## src/rtl/axis_unsharp_filter.sv

```systemverilog
// AXI4-Stream RGB unsharp-mask filter: RGB->YUV, luma minus causal box blur, YUV->RGB clamp.
// Defining UNSHARP_CLIP_CNT_EN adds the clipped-pixel counter; otherwise clip_count is 0.
module axis_unsharp_filter #(
  parameter int CH_W  = 8,
  parameter int WIN   = 8,
  parameter int AMT_W = 4
) (
  input  logic              aclk,
  input  logic              areset,
  input  logic              cfg_enable,
  input  logic [AMT_W-1:0]  cfg_amount,
  input  logic [3*CH_W-1:0] s_axis_tdata,
  input  logic              s_axis_tvalid,
  output logic              s_axis_tready,
  input  logic              s_axis_tlast,
  input  logic              s_axis_tuser,
  output logic [3*CH_W-1:0] m_axis_tdata,
  output logic              m_axis_tvalid,
  input  logic              m_axis_tready,
  output logic              m_axis_tlast,
  output logic              m_axis_tuser,
  output logic [31:0]       clip_count
);
  localparam int PW = 3*CH_W;
  localparam int AW = CH_W + AMT_W + 12;
  localparam int LW = $clog2(WIN);
  typedef logic signed [AW-1:0] sw_t;
  localparam sw_t MAXV = sw_t'((1 << CH_W) - 1);
  localparam sw_t K77  = sw_t'(77);
  localparam sw_t K150 = sw_t'(150);
  localparam sw_t K29  = sw_t'(29);
  localparam sw_t K128 = sw_t'(128);
  localparam sw_t K43  = sw_t'(43);
  localparam sw_t K85  = sw_t'(85);
  localparam sw_t K107 = sw_t'(107);
  localparam sw_t K21  = sw_t'(21);
  localparam sw_t K143 = sw_t'(143);
  localparam sw_t K44  = sw_t'(44);
  localparam sw_t K91  = sw_t'(91);
  localparam sw_t K179 = sw_t'(179);

  // Handshake: a beat transfers on a rising edge where valid and ready are both 1.
  // The whole pipeline moves as one (ce); s_axis_tready is ce, so a full output
  // register that is not being taken freezes every stage and the input port.
  logic ce;
  assign ce = m_axis_tready | ~m_axis_tvalid;
  assign s_axis_tready = ce;

  logic v0, v1, v2, v3, v4;
  logic last0, last1, last2, last3, last4;
  logic user0, user1, user2, user3, user4;
  logic en0, en1, en2, en3;
  logic [AMT_W-1:0] amt0, amt1, amt2;
  logic [PW-1:0] d0, d1, d2, d3, px4;
  sw_t y1, cu1, cv1, y2, cu2, cv2, det2, ys3, cu3, cv3;
  sw_t taps [0:WIN-2];
  logic line_start;

  sw_t r_in, g_in, b_in, y_c, cu_c, cv_c, acc, det_c, ys_c, r_c, g_c, b_c;
  logic ls_c;
  logic [PW-1:0] px_c;

  function automatic logic [CH_W-1:0] clamp(input sw_t x);
    if (x[AW-1]) return '0;
    else if (x > MAXV) return '1;
    else return x[CH_W-1:0];
  endfunction

`ifdef UNSHARP_CLIP_CNT_EN
  logic clip_c, clip4, out_clip;
  logic [31:0] clip_cnt;

  function automatic logic is_clip(input sw_t x);
    return x[AW-1] | (x > MAXV);
  endfunction
`endif

  always_comb begin
    r_in  = sw_t'(d0[PW-1 -: CH_W]);
    g_in  = sw_t'(d0[2*CH_W-1 -: CH_W]);
    b_in  = sw_t'(d0[CH_W-1:0]);
    y_c   = (K77 * r_in + K150 * g_in + K29 * b_in) >>> 8;
    cu_c  = (K128 * b_in - K43 * r_in - K85 * g_in) >>> 8;
    cv_c  = (K128 * r_in - K107 * g_in - K21 * b_in) >>> 8;
    // A line start sees a window full of its own luma, so its detail is zero.
    ls_c  = line_start | user1;
    acc   = y1;
    for (int i = 0; i < WIN-1; i++) acc = acc + taps[i];
    det_c = ls_c ? '0 : (y1 - (acc >>> LW));
    ys_c  = y2 + ((sw_t'(amt2) * det2) >>> 2);
    r_c   = ys3 + ((K143 * cv3) >>> 7);
    g_c   = ys3 - ((K44 * cu3 + K91 * cv3) >>> 7);
    b_c   = ys3 + ((K179 * cu3) >>> 7);
    px_c  = en3 ? {clamp(r_c), clamp(g_c), clamp(b_c)} : d3;
`ifdef UNSHARP_CLIP_CNT_EN
    clip_c = en3 & (is_clip(r_c) | is_clip(g_c) | is_clip(b_c));
`endif
  end

  // Control path: valids, sideband, window history and output register.
  always_ff @(posedge aclk) begin
    if (areset) begin
      {v0, v1, v2, v3, v4} <= '0;
      {last0, last1, last2, last3, last4} <= '0;
      {user0, user1, user2, user3, user4} <= '0;
      for (int i = 0; i < WIN-1; i++) taps[i] <= '0;
      line_start    <= 1'b1;
      m_axis_tvalid <= 1'b0;
      m_axis_tdata  <= '0;
      m_axis_tlast  <= 1'b0;
      m_axis_tuser  <= 1'b0;
`ifdef UNSHARP_CLIP_CNT_EN
      out_clip      <= 1'b0;
`endif
    end else if (ce) begin
      v0 <= s_axis_tvalid; last0 <= s_axis_tlast; user0 <= s_axis_tuser;
      v1 <= v0; last1 <= last0; user1 <= user0;
      v2 <= v1; last2 <= last1; user2 <= user1;
      v3 <= v2; last3 <= last2; user3 <= user2;
      v4 <= v3; last4 <= last3; user4 <= user3;
      if (v1) begin
        line_start <= last1;
        taps[0]    <= y1;
        for (int i = 1; i < WIN-1; i++) taps[i] <= ls_c ? y1 : taps[i-1];
      end
      m_axis_tvalid <= v4;
      m_axis_tdata  <= px4;
      m_axis_tlast  <= last4;
      m_axis_tuser  <= user4;
`ifdef UNSHARP_CLIP_CNT_EN
      out_clip      <= clip4;
`endif
    end
  end

  // Data path registers need no reset: they are only observed behind a valid.
  always_ff @(posedge aclk) begin
    if (ce) begin
      d0 <= s_axis_tdata; en0 <= cfg_enable; amt0 <= cfg_amount;
      d1 <= d0; en1 <= en0; amt1 <= amt0;
      y1 <= y_c; cu1 <= cu_c; cv1 <= cv_c;
      d2 <= d1; en2 <= en1; amt2 <= amt1;
      y2 <= y1; cu2 <= cu1; cv2 <= cv1; det2 <= det_c;
      d3 <= d2; en3 <= en2;
      ys3 <= ys_c; cu3 <= cu2; cv3 <= cv2;
      px4 <= px_c;
`ifdef UNSHARP_CLIP_CNT_EN
      clip4 <= clip_c;
`endif
    end
  end

`ifdef UNSHARP_CLIP_CNT_EN
  // A start-of-frame beat restarts the count, including its own clip.
  always_ff @(posedge aclk) begin
    if (areset) begin
      clip_cnt <= '0;
    end else if (m_axis_tvalid && m_axis_tready) begin
      if (m_axis_tuser) clip_cnt <= {31'b0, out_clip};
      else if (out_clip && (clip_cnt != '1)) clip_cnt <= clip_cnt + 32'd1;
    end
  end
  assign clip_count = clip_cnt;
`else
  assign clip_count = '0;
`endif
endmodule

```

## config.mk

```make
export PLATFORM = sky130hd
export DESIGN_NAME = axis_unsharp_filter
export DESIGN_NICKNAME = d
export VERILOG_FILES = /design/src/rtl/axis_unsharp_filter.sv
export SDC_FILE = /design/constraint.sdc
export NUM_CORES = 2
export LEC_CHECK = 0
export CORE_MARGIN = 4
export CORE_UTILIZATION = 55
export DETAILED_ROUTE_END_ITERATION = 16
export GPL_TIMING_DRIVEN = 0
export PLACE_DENSITY = 0.81
export SYNTH_ARGS = -nofsm -noshare
export SYNTH_HDL_FRONTEND = slang
export SYNTH_SLANG_ARGS = --single-unit
```

## constraint.sdc

```tcl
create_clock -name aclk -period 13.4 [get_ports aclk]
set_input_delay 2.01 -clock aclk [delete_from_list [all_inputs] [get_ports aclk]]
set_output_delay 2.01 -clock aclk [all_outputs]
set_load 0.02 [all_outputs]
```

==> metrics.txt <==
outcome=completed; Worst path slowest cell=xnor2_1; Worst setup EP type=register; CP required=approximately 14 ns; max-cap violations=0; post-CTS sizing=0; Synth area leaders=edfxtp_1 (27%), ha_1 (20%), fa_1 (15%); Critical Path Start Type=register; CTS Buf Count=40; pre-CTS setup slack=4.190 ns; FP Rows=91; most frequent cells after synthesis=inv_1 (544), ha_1 (533), edfxtp_1 (311), fa_1 (254), a21oi_1 (238); Die X=257.1 um; gr ovfl total=0; initial antenna violation count=0; Setup-failing EPs final=0; Seq/Total Area, Yosys=0.2988; Synth warnings=0; DRC Markers=0; clock slew at reported path FFs=around 0.060 ns; grt met2 use=0.3924; crit-path max cell delay=0.94 ns; Fmax=107.1 MHz; vias in the first global route=24770; Fill cells=4846; Hold Crit Class=reg -> reg; IO buf count=61; Max-slew headroom=0.1850; final worst slack=4.060 ns; Yosys top cell area share=0.2736; post-synth top area cell=edfxtp_1; vias=24040; largest net degree at the start of global routing=72; post-layout util=0.6047; Total GRT Usage=0.2283; Placed Area=between 30000 and 40000 um2; min Tclk post-route=9.340 ns; hold violation count in the final report=0; synth unique cells=92; maximum buffer depth of the clock tree=3; design area=37250 um2; CTS root buf=clkbuf_16; critical path arrival=9.62 ns; synthesized area=34140 um2; clock latency on the worst-skew pair=between 0.6 and 0.7 ns; hold wc startpoint=d1[0]; Initial DRT Pass Iterations=8; Setup CP Type=reg -> reg; Core Region=slightly above 60000 um2; reg2reg start=cv3[6]; Starting Density=0.5542; Cells after Synth=3371; Least-Margin Pin Slew=1.214 ns; Top FF cell, synth=edfxtp_1; # Post-CTS Setup Buffers=0; Async SR Flop Fraction=0; Syn Area/Cell=10.13 um2; GRT met1 Usage=0.2987; DP Wirelength=58.16 mm; layout net count=4330; CP max FO=13; Post-synth EDFFs=between 300 and 400; final period utilization=0.6970; htree depth=2; met3 Track Usage GR=0.03504; GRT Max-Usage Layer=met2; Min Hold Slack=0.4022 ns; most common cell in the netlist=inv_1; via-per-instance ratio=roughly 5.5; global-route wire length before repair=between 100 and 150 mm; initial drt markers=1623; WL final=between 70 and 80 mm; Diodes inserted=0; share of layout cells above drive strength 1=0.04267; RSZ-0062 raised after global routing=false; gpl congestion=0.9462; Slew Limit Fails=0; Clock Skew=0.04076 ns; CP Launch Point=cv3[6]; I/O pins=between 90 and 100; Die H=257.1 um; Die ar.=about 66000 um2; DR WL/cell=16.98 um; register bit total from synthesis=354; Post-CTS Hold Fix Bufs=0; area grow syn2layout=9.112%; CTS Sinks=between 300 and 400; CTS tree=yes; post-route ant nets=0
critical path, delay by kind of cell, from the launching register on:
family | cells | cell delay [ns]
xor gates and xnor gates | 2 | 1.09
buffers and inverters | 4 | 0.35
AOI/OAI and AO/OA | 11 | 2.87
and+or+nand+nor | 3 | 1.04
DFF | 1 | 0.67
adders and majority gates | 7 | 3.00
kinds of logic after synthesis:
logic type / count (synthesis) / synth area share
XOR/XNOR: 204 / 0.05234
adder cells (fa/ha/maj): 787 / 0.3443
AND/OR/NAND/NOR: 737 / 0.1051
multiplexers: 12 / 0.003629
other: 1 / 0.0001099
AO/OA/AOI/OAI: 638 / 0.1219
buffers and inverters: 638 / 0.07378
flip-flops: 354 / 0.2988
per-layer routing:
layer  wire length [um]  vias to the layer above  part of all wire
met2              35600                      683              0.48
met1              32060                    11490              0.43
met4               2438                        0             0.033
li1                   -                    11720                 -
met3               4191                      150             0.056
met5                  0                        -                 0
registers in the layout, summed over array words and instances, names as in the netlist, 17 cells and up:
register,flops
d1,24
d3,24
px4,24
m_axis_tdata,24
ys3,23
d0,24
taps,63
d2,24
det2,17
area by class of cell:
cell class                 count  area (um2)  area share
multi-input combinational   2410       21550      0.5785
sequential                   354       10200      0.2739
inverter                     546        2049     0.05503
clock buffer                  56        1082     0.02906
tap                          837        1047     0.02812
timing repair buffer          64       693.2     0.01861
buffer                        92       473.0     0.01270
clock inverter                17       152.6    0.004098
cells in the final DEF, fill, tap and decap left out, drive strengths merged, types with 61 or more instances in the layout:
master / Yosys / layout
ha: 533 / 533
edfxtp: 311 / 311
a21oi: 239 / 239
nand2: 196 / 196
a21o: 62 / 62
nor2: 202 / 202
o21ai: 89 / 89
fa: 254 / 254
clkbuf: 53 / 109
inv: 544 / 545
clkdlybuf4s50: 0 / 61
xnor2: 147 / 147
and2: 75 / 75
worst paths after layout:
check / endpoint / depth (start not counted) / slack, ns
max: px4[23] / 27 / 4.06
min reg2reg: d2[0] / 0 / 0.40
max reg2reg: px4[23] / 27 / 4.06
min: d2[0] / 0 / 0.40
per-stage QoR:
stage / setup TNS, ns / std cells
after floorplan: 0 / 3402
after global placement: -55.78 / 4300
after detailed placement: 0 / 4303
after CTS: 0 / 4376
after global routing: 0 / 4376
final: 0 / 4376
Power is not shown: default switching activity piles up to over one toggle a cycle in this logic, so the estimate is an artifact.
